[src/rtl/flash_program_controller.sv]
// flash_program_controller: StrataFlash program / block-erase sequencer with status polling.
// Optional poll timeout enabled by defining TIMEOUT_EN.
module flash_program_controller #(
  parameter int WIDTH      = 8,
  parameter int ROM_ADDR   = 24,
  parameter int T_SU       = 2,
  parameter int T_WE       = 3,
  parameter int T_RD       = 4,
  parameter int POLL_LIMIT = 65535
) (
  input  logic                clk,
  input  logic                rst,
  input  logic [ROM_ADDR-1:0] addr,
  input  logic [WIDTH-1:0]    wdata,
  input  logic                prog,
  input  logic                erase,
  output logic                busy,
  output logic                done,
  output logic                error,
  output logic [7:0]          status,
  input  logic [WIDTH-1:0]    SF_D_I,
  output logic [WIDTH-1:0]    SF_D_O,
  output logic                SF_D_T,
  output logic [ROM_ADDR-1:0] SF_A,
  output logic                SF_CE0,
  output logic                SF_OE,
  output logic                SF_WE,
  output logic                SF_BYTE
);
  typedef enum logic [2:0] {IDLE, CMD1, CMD2, STAT_CMD, STAT_RD, CLR, ARRAY, DONE} state_t;
  typedef enum logic [2:0] {PH_SETUP, PH_PULSE, PH_HOLD, PH_RD, PH_REC} phase_t;
  state_t state_q, state_d, after_wr;
  phase_t phase_q, phase_d;
  logic [7:0] cnt_q, cnt_d, status_q, status_d;
  logic [ROM_ADDR-1:0] addr_q, addr_d;
  logic [WIDTH-1:0] wdata_q, wdata_d, wr_data;
  logic is_prog_q, is_prog_d, err_q, err_d, wr_st, rd_act, sr_err;
`ifdef TIMEOUT_EN
  logic [15:0] polls_q, polls_d;
`endif
  always_comb begin
    wr_st = state_q inside {CMD1, CMD2, STAT_CMD, CLR, ARRAY};
    rd_act = state_q == STAT_RD && phase_q == PH_RD;
    sr_err = status_q[5] | status_q[4] | status_q[3] | status_q[1];
    wr_data = state_q == CMD1 ? WIDTH'(is_prog_q ? 8'h40 : 8'h20) :
              state_q == CMD2 ? (is_prog_q ? wdata_q : WIDTH'(8'hD0)) :
              state_q == STAT_CMD ? WIDTH'(8'h70) :
              state_q == CLR ? WIDTH'(8'h50) : WIDTH'(8'hFF);
    after_wr = state_q == CMD1 ? CMD2 : state_q == CMD2 ? STAT_CMD :
               state_q == STAT_CMD ? STAT_RD : state_q == CLR ? ARRAY : DONE;
  end
  always_comb begin
    state_d = state_q;
    phase_d = phase_q;
    cnt_d = cnt_q + 8'd1;
    addr_d = addr_q;
    wdata_d = wdata_q;
    is_prog_d = is_prog_q;
    err_d = err_q;
    status_d = status_q;
`ifdef TIMEOUT_EN
    polls_d = polls_q;
`endif
    if (state_q == IDLE) begin
      cnt_d = 8'd0;
      phase_d = PH_SETUP;
      if (prog || erase) begin
        state_d = CMD1;
        addr_d = addr;
        wdata_d = wdata;
        is_prog_d = prog;
        err_d = 1'b0;
        status_d = 8'h00;
`ifdef TIMEOUT_EN
        polls_d = 16'd0;
`endif
      end
    end else if (state_q == DONE) begin
      state_d = IDLE;
    end else if (phase_q == PH_SETUP && cnt_q == 8'(T_SU - 1)) begin
      phase_d = PH_PULSE;
      cnt_d = 8'd0;
    end else if (phase_q == PH_PULSE && cnt_q == 8'(T_WE - 1)) begin
      phase_d = PH_HOLD;
      cnt_d = 8'd0;
    end else if (phase_q == PH_HOLD) begin
      state_d = after_wr;
      phase_d = after_wr == STAT_RD ? PH_RD : PH_SETUP;
      cnt_d = 8'd0;
    end else if (phase_q == PH_RD && cnt_q == 8'(T_RD - 1)) begin
      phase_d = PH_REC;
      status_d = SF_D_I[7:0];
`ifdef TIMEOUT_EN
      polls_d = polls_q + 16'd1;
`endif
    end else if (phase_q == PH_REC) begin
      // Recovery cycle doubles as the decision point on the sample just taken
      cnt_d = 8'd0;
      phase_d = PH_RD;
      if (status_q[7]) begin
        err_d = sr_err;
        state_d = sr_err ? CLR : ARRAY;
        phase_d = PH_SETUP;
      end
`ifdef TIMEOUT_EN
      else if (polls_q == 16'(POLL_LIMIT)) begin
        err_d = 1'b1;
        state_d = CLR;
        phase_d = PH_SETUP;
      end
`endif
    end
  end
  always_ff @(posedge clk or posedge rst) begin
    if (rst) begin
      state_q <= IDLE;
      phase_q <= PH_SETUP;
      cnt_q <= 8'd0;
      addr_q <= '0;
      wdata_q <= '0;
      is_prog_q <= 1'b0;
      err_q <= 1'b0;
      status_q <= 8'h00;
    end else begin
      state_q <= state_d;
      phase_q <= phase_d;
      cnt_q <= cnt_d;
      addr_q <= addr_d;
      wdata_q <= wdata_d;
      is_prog_q <= is_prog_d;
      err_q <= err_d;
      status_q <= status_d;
    end
  end
`ifdef TIMEOUT_EN
  always_ff @(posedge clk or posedge rst) begin
    if (rst) polls_q <= 16'd0;
    else polls_q <= polls_d;
  end
`endif
  assign busy = state_q != IDLE;
  assign done = state_q == DONE;
  assign error = done && err_q;
  assign status = status_q;
  assign SF_CE0 = !(wr_st || rd_act);
  assign SF_OE = !rd_act;
  assign SF_WE = !(wr_st && phase_q == PH_PULSE);
  assign SF_D_T = !wr_st;
  assign SF_D_O = wr_st ? wr_data : '0;
  assign SF_A = (state_q == IDLE || state_q == DONE) ? '0 : addr_q;
  assign SF_BYTE = WIDTH == 16;
endmodule

[config.mk]
export PLATFORM = sky130hd
export DESIGN_NAME = flash_program_controller
export DESIGN_NICKNAME = d
export VERILOG_FILES = /design/src/rtl/flash_program_controller.sv
export SDC_FILE = /design/constraint.sdc
export NUM_CORES = 1
export LEC_CHECK = 0
export ABC_AREA = 1
export BUFFER_PORTS_ARGS = -buffer_cell sky130_fd_sc_hd__clkbuf_2
export CAP_MARGIN = 20
export CORE_ASPECT_RATIO = 0.9
export CORE_UTILIZATION = 51
export CTS_CLUSTER_SIZE = 30
export DETAILED_ROUTE_END_ITERATION = 12
export PLACE_DENSITY_LB_ADDON = 0.15
export SYNTH_ARGS = -nofsm -noshare
export SYNTH_HDL_FRONTEND = slang
export SYNTH_SLANG_ARGS = --single-unit
[constraint.sdc]
create_clock -name clk -period 1.9 [get_ports clk]
set_clock_uncertainty 0.15 [all_clocks]
set_input_delay 0.095 -clock clk [delete_from_list [all_inputs] [get_ports clk]]
set_output_delay 0.095 -clock clk [all_outputs]
set_load 0.05 [all_outputs]
After elaboration in Yosys (flattened, before gate mapping). Index checks and enable logic that the tools add are counted.

$add $sub $neg: 1. Equality and inequality tests: 24. Mux-type cells: 54. Bitwise logic cells: 3. Reductions and logical operators: 28.

Operators by type and width (number): $mux 8 (20); $mux 3 (18); $mux 24 (1); $eq 3x3->1 const B (6); $eq 8x2->1 const B (2); $eq 3x2->1 const B (4); $reduce_and 6->1 (2); $mux 1 (10); $ne 2x1->1 const B (5); $add 8x1->8 const B (1); $eq 8x1->1 const B (1); $mux 2 (4); $reduce_and 8->1 (1); $reduce_bool 4->1 (2); $mux 7 (1); $eq 3x1->1 const B (2); $logic_and 1x1->1 (6); $logic_not 3->1 (2); $ne 3x2->1 const B (2); $reduce_bool 2->1 (3); $reduce_bool 6->1 (1); $reduce_bool 5->1 (1); $logic_not 1->1 (4); $ne 4x3->1 const B (1); other kinds (5) (10).

Register bits: 56. Input bits: 44. Output and inout bits: 48. Logic and storage cells: 118.

Logic depth before layout (Yosys ltp). Gate-level depths: netlist (run 1).

Depth in word-level cells: 12. Depth in mapped cells: 10. Depth with buffers taken out: 10.

Worst setup path before layout (run 1). OpenSTA, ideal clock, no wires.

Path kind: reg2out. From: reg state_q[1]. To: out SF_D_O[5]. Arrival: 2.275 ns. Data required time: 1.655 ns. Slack: -0.620 ns. Stages on the path, launching flop included: 7. Path buffers: 0. Path through: dfrtp_1 -> inv_1 -> nor2_1 -> inv_2 -> nand3_2 -> inv_2 -> a311oi_1.

Word-level cells in the longest chain between the ends: 6. Elaborated cells between the ends (all ways): 11. Those cells by class: eq/ne: 5; mux: 5; reduce/logical: 1.

Ends and longest elaborated chain: start: declaration (RTL line 32) `state_t state_q, state_d, after_wr;`; start signal: assignment (RTL line 125) `state_q <= state_d;`; $eq 3x3->1 (RTL line 42, 48); $mux 8 (RTL line 48) `state_q == CLR ? WIDTH'(8'h50) : WIDTH'(8'hFF);`; $mux 8 (RTL line 47) `state_q == STAT_CMD ? WIDTH'(8'h70) :`; $mux 8 (RTL line 46) `state_q == CMD2 ? (is_prog_q ? wdata_q : WIDTH'(8'hD0)) :`; $mux 8 (RTL line 45) `wr_data = state_q == CMD1 ? WIDTH'(is_prog_q ? 8'h40 : 8'h20) :`; $mux 8 * (RTL line 149) `assign SF_D_O = wr_st ? wr_data : '0;`; end: declaration (RTL line 22) `output logic [WIDTH-1:0] SF_D_O,`.

Mark *: on every way between the ends. The rest lies on a longest branch, timed or not.

Worst setup path in the final report (run 1).
From: reg state_q[0]. To: out SF_A[3].

Word-level cells in the longest chain between the ends: 3. Elaborated cells between the ends (all ways): 4. Those cells by class: eq/ne: 1; mux: 1; reduce/logical: 2.

Ends and longest elaborated chain: $eq 3x3->1 / $logic_not 3->1 (equally long branches) (RTL line 150) `assign SF_A = (state_q == IDLE || state_q == DONE) ? '0 : addr_q;`; $logic_or 1x1->1 * (RTL line 150); $mux 24 * (RTL line 150); end: declaration (RTL line 24) `output logic [ROM_ADDR-1:0] SF_A,`.

Marks and branches as above.

==> flow_metrics.env, run 1 <==
export IMPL_ff2ff_setup_slack_ns=0.16
export IMPL_first_iter_violations=116
export IMPL_critPathLaunchType="flop"
export IMPL_drv_slew=0
export IMPL_path_delay_family="buffers and inverters"
export IMPL_ys_ff_latch=56
export IMPL_rr_endpoint="cnt_q[7]"
export IMPL_hp_class="in -> reg"
export IMPL_endpoint_kind="output port"
export IMPL_antenna_found_initial=0
export IMPL_grt_max_degree=49
export IMPL_worstPathCellList="buf_4, nand3_2, nand2_4, buf_12, nor2_1, buf_4"
export IMPL_critPathMaxFanout=14
export IMPL_status="finished clean"
export IMPL_async_flop_share_pct=100.0
export IMPL_finish_instance_area_mm2=0.004187
export IMPL_ys_flop_type="dfrtp_1"
export IMPL_synthesis_nets=418
export IMPL_grt_pass1_vias=2703
export IMPL_max_cap_violations=0
export IMPL_crit_cells=6
export IMPL_placed_area_mm2=0.003475
export IMPL_cpMostUsedCell="buf_4"
export IMPL_drt_wirelength_per_cell_um=12.84
export IMPL_htree_levels=2
export IMPL_fin_nets=562
export IMPL_coreArea_mm2=0.005349
export IMPL_synth_cell_types=30
export IMPL_cts_num_sinks=56
export IMPL_cts_made_buffers=5
export IMPL_clockBufferDepth=2
export IMPL_root_buffer="clkbuf_8"
export IMPL_synth_cells=371
export IMPL_crit_slowest_cell="dfrtp_2"
export IMPL_std_cell_rows=25
export IMPL_reg2regPathDepth=8
export IMPL_min_period_over_period_pct=98.16
export IMPL_fin_util_pct=78.27
export IMPL_track_usage_pct=25.69
export IMPL_hpwl_um=4626
export IMPL_critical_path_startpoint="state_q[0]"
export IMPL_fmax_mhz=536.2
export IMPL_die_y_um=73.36
export IMPL_setup_viol=0
export IMPL_synth_area_mm2=0.002885
export IMPL_floorplan_initialDensity_pct=53.94
export IMPL_vias=2878
export IMPL_syn_area_per_cell_um2=7.777
export IMPL_path_clk_slew_ns=0.10
export IMPL_path_class="reg -> out"
export IMPL_worst_path_largest_cell_delay_ns=0.48
export IMPL_clk_latency_ns=0.31
export IMPL_seq_area_frac_synth_pct=48.57
export IMPL_gp_congestion=0.8396
export IMPL_reg2reg_from="cnt_q[0]"
export IMPL_grt_first_pass_wirelength_um=11770
export IMPL_die_x_um=81.29
export IMPL_syn_to_final_growth_pct=45.10
export IMPL_grt_ovfl_total=0
export IMPL_hold_viol=0
export IMPL_required_ns=1.65
export IMPL_timing_critical_path_buf_inv=3
export IMPL_critical_path_arrival_ns=1.62
export IMPL_die_area_mm2=0.005963
export IMPL_ant_nets=0
export IMPL_setup_tns_ns=0
export IMPL_drc_errors=0
export IMPL_ys_warn_count=0
export IMPL_port_buffers=90
export IMPL_firstDrtPassIters=4
export IMPL_viasPerCell=4.937
export IMPL_totalWireLength_um=7484
export IMPL_cts_tree="yes"
export IMPL_fin_crit_ns=1.865
export IMPL_diodes=0
export IMPL_synth_edff_count=0
export IMPL_drive_gt1_share_pct=29.65
export IMPL_critPathCapture="SF_A[3]"
export IMPL_pin_count=92
-- cell type report --
| cell class | count | area [µm²] |
|---|---|---|
| flip-flops and latches | 56 | 1403 |
| multi-input cells | 245 | 1244 |
| fillers | 382 | 1162 |
| repair buffers | 150 | 1151 |
| inverters | 57 | 216.5 |
| well taps | 67 | 83.83 |
| clock buffers | 6 | 72.57 |
| clock inverters | 2 | 16.27 |
-- flip-flops by register name, summed over array words and instances (netlist names) --
name,count
cnt_q,8
phase_q,3
state_q,3
is_prog_q,1
err_q,1
status,8
addr_q,24
wdata_q,8
-- worst min-delay path by stage --
stage | startpoint | to | slack [ns] | cells after the start
finish | erase | err_q | 0.15 | 5
global route | erase | err_q | 0.19 | 5
CTS | erase | err_q | 0.13 | 5
detailed placement | rst | status[0] | -0.03 | 2
global placement | rst | status[0] | -0.04 | 2
floorplan | wdata[0] | wdata_q[0] | 0.05 | 2
-- worst reg2reg max path, stage by stage, from the launching register on --
cell,delay [ns]
dfrtp_1,0.41
ha_1,0.22
inv_1,0.07
nor2_1,0.12
nand3_2,0.14
nand3_1,0.14
o21ai_2,0.11
nor2_4,0.20
nor2_1,0.07
-- cells in the mapped netlist, types with 2 or more instances --
master / number / area [µm²]
dfrtp_1: 56 / 1401
nor2_1: 57 / 214.0
ha_1: 3 / 37.54
inv_1: 52 / 195.2
xor2_1: 4 / 35.03
buf_2: 4 / 20.02
o21ai_0: 15 / 75.07
nand3_1: 22 / 110.1
a21oi_1: 8 / 40.04
clkbuf_1: 2 / 7.510
o21ai_2: 13 / 113.9
nand3_2: 3 / 30.03
nor3_1: 4 / 20.02
nand2_1: 98 / 367.9
o21ai_1: 4 / 20.02
buf_4: 2 / 15.01
inv_2: 5 / 18.77
buf_6: 5 / 56.30
nor2_4: 2 / 22.52
nand2_2: 2 / 12.51
-- logic make-up (layout without fill, tap and decap cells) --
logic type	after synthesis	in the layout	synth area share (%)
XOR/XNOR	5	5	1.518
adder cells (fa/ha/maj)	3	3	1.301
other	1	1	0.1300
flip-flops	56	56	48.57
buffers and inverters	70	215	10.84
AND/OR/NAND/NOR	192	192	27.97
AO/OA/AOI/OAI	44	44	9.671
-- per-layer routing --
metal  vias up  GRT usage, %  part of all wire (%)
met5         -             0                     0
met4         0         9.127                   2.2
met3        15         5.466                   4.1
met2        73         44.26                    50
met1      1365         31.64                    43
li1       1425             -                     -
-- placed cells by master, fill, tap and decap left out, types with 5 or more instances in the layout --
cell type      Yosys  layout
o21ai_2           13      13
o21ai_0           15      15
dfrtp_1           56      55
clkbuf_8           0       5
nand2_1           98      98
dlygate4sd3_1      0      42
a21oi_1            8       7
buf_4              2      34
inv_1             52      50
clkbuf_2           0      62
nor2_1            57      54
nand3_1           22      21
inv_2              5       6
-- repair_timing --
item / in CTS / in global routing
endpoints found under the hold margin: 60 / 0
endpoints found under the setup margin: 31 / 31
setup buffers: 4 / 3
hold buffers: 42 / 0
pin swaps: 1 / 2
gates cloned: 0 / 1
resized for setup: 9 / 84
-- metrics by stage --
step	hold WS [ns]	setup WS, ns	std cells
5_1_grt	0.1901	-0.003773	583
2_1_floorplan	0.05462	-0.08523	371
3_5_place_dp	-0.03362	0.1374	525
3_3_place_gp	-0.03646	0.1849	525
4_1_cts	0.1306	0.001887	579
6_report	0.1495	0.03487	583
Power of run 1 is left out: the tool's default activity adds up to more than one toggle a clock period on the data nets, which glitch-free logic cannot reach.
==> run 2, diff against run 1 <==
CORE_MARGIN = 5   (was not set)
==> run 2 against run 1 <==
Worst hold slack lost 0.052 ns. Sequential share of layout area shrank 1.9 points. Clock-buffer cell count is the same. Cell count grew 2.4%. Sequential cell count is the same. Utilization grew 1.2 points. Register-to-register slack is essentially flat. Critical endpoint is now SF_A[22]. Setup slack lost 0.012 ns. Global-route usage shrank 3.5 points.
==> flow_metrics.env, run 2 (synthesized netlist as in run 1, its figures left out) <==
export IMPL_status="finished clean"
export IMPL_die_y_um=81.36
export IMPL_met1Wirelength_um=3556
export IMPL_drt_wirelength_per_cell_um=14.24
export IMPL_critical_path_arrival_ns=1.63
export IMPL_crit_slowest_cell="dfrtp_1"
export IMPL_grt_max_degree=41
export IMPL_fin_ws_ns=0.02248
export IMPL_cts_tree="yes"
export IMPL_largest_reg_flops=24
export IMPL_grt_pass1_vias=2861
export IMPL_track_usage_pct=22.17
export IMPL_n_fill_cell=358
export IMPL_cts_num_sinks=56
export IMPL_viasPerCell=4.864
export IMPL_setup_viol=0
export IMPL_timing_critical_path_buf_inv=3
export IMPL_wl_met2_um=4228
export IMPL_htree_levels=2
export IMPL_met3_length_um=567
export IMPL_critPathLaunchType="flop"
export IMPL_dp_slack_ns=0.1415
export IMPL_endpoint_kind="output port"
export IMPL_drive_gt1_share_pct=34.91
export IMPL_pin_count=92
export IMPL_clockBufferDepth=2
export IMPL_path_clk_slew_ns=0.10
export IMPL_hold_viol=0
export IMPL_worst_path_largest_cell_delay_ns=0.41
export IMPL_required_ns=1.65
export IMPL_fin_nets=573
export IMPL_hp_class="in -> reg"
export IMPL_diodes=0
export IMPL_cts_made_buffers=5
export IMPL_path_class="reg -> out"
export IMPL_fin_crit_ns=1.878
export IMPL_gp_congestion=0.8173
export IMPL_antenna_found_initial=0
export IMPL_path_delay_family="buffers and inverters"
export IMPL_ant_nets=0
export IMPL_grt_first_pass_wirelength_um=12610
export IMPL_syn_to_final_growth_pct=54.16
export IMPL_rsz0062_at_grt="yes"
export IMPL_final_common_cell="nand2_1"
export IMPL_root_buffer="clkbuf_8"
export IMPL_die_area_mm2=0.007264
export IMPL_firstDrtPassIters=4
export IMPL_clk_latency_ns=0.32
export IMPL_final_cell_mix="nand2_1, clkbuf_2, dfrtp_1"
export IMPL_worstPathCellList="buf_4, nand3_4, nand2_8, clkbuf_16, nor2_2, buf_6"
export IMPL_floorplan_initialDensity_pct=51.57
export IMPL_coreArea_mm2=0.005595
export IMPL_totalWireLength_um=8499
export IMPL_critPathMaxFanout=9
export IMPL_grt_ovfl_total=0
export IMPL_port_buffers=90
export IMPL_highest_layer="met4"
export IMPL_vias=2904
export IMPL_first_iter_violations=102
export IMPL_drc_errors=0
export IMPL_top_register="addr_q"
export IMPL_max_cap_violations=0
export IMPL_std_cell_rows=26
export IMPL_fmax_mhz=532.6
export IMPL_die_x_um=89.29
export IMPL_hpwl_um=4959
export IMPL_drv_slew=0
export IMPL_min_period_over_period_pct=98.82
==> run 2: changes by cell type in the layout (fill, tap and decap cells not counted), sizes merged <==
| cell | delta |
|---|---|
| buf | +8 |
| clkbuf | +2 |
| clkinvlp | -1 |
| inv | +1 |
| nand2 | +1 |
==> run 2: final cells by class <==
cell class                 instances  area, µm²  share of cell area [%]
multi-input combinational        246       1339                   30.10
clock buffer                       6      82.58                   1.857
sequential                        56       1404                   31.56
tap                               70      87.58                   1.969
inverter                          57      216.5                   4.866
clock inverter                     2      13.76                  0.3094
timing repair buffer             160       1305                   29.34
==> run 2: through the flow <==
stage          area [µm²]  utilization, %  hold slack (ns)  setup TNS (ns)  cells
3_3_place_gp         3501           62.57         -0.05419               0    531
5_1_grt              4448           79.49           0.1146         -0.4734    597
6_report             4448           79.49          0.09789               0    597
3_5_place_dp         3501           62.57         -0.04728               0    531
2_1_floorplan        2927               -          0.05462          -1.724    371
4_1_cts              4135           73.90          0.09472         -0.2082    587
==> run 2: timing repair <==
item | in CTS | in global routing
resized for setup | 27 | 83
endpoints found under the hold margin | 97 | 0
gates cloned | 0 | 2
setup buffers | 6 | 8
setup endpoints to repair | 32 | 31
hold buffers | 42 | 0
pin swaps | 2 | 8
==> run 2: routing by layer <==
| metal | global-route usage (%) | vias up |
|---|---|---|
| met4 | 7.440 | 0 |
| met2 | 36.45 | 86 |
| met5 | 0 | - |
| met1 | 28.35 | 1357 |
| li1 | - | 1447 |
| met3 | 5.781 | 14 |
==> run 2: worst paths after layout <==
check / startpoint / end / slack, ns / cells after the start
worst max register to register: state_q[1] / cnt_q[4] / 0.15 / 8
worst min-delay path: erase / err_q / 0.1 / 5
max in group asynchronous: rst / state_q[0] / 0.92 / 4
worst max-delay path: state_q[2] / SF_A[22] / 0.02 / 6
min in group asynchronous: rst / addr_q[8] / 0.15 / 3
worst min register to register: status[2] / status[2] / 0.33 / 2
==> run 2: worst min-delay path: stages <==
cell,delay (ns)
clkbuf_2,0.08
inv_1,0.06
nand3_1,0.11
nand3_1,0.12
a21oi_1,0.07
Power of run 2 is left out for the same reason.
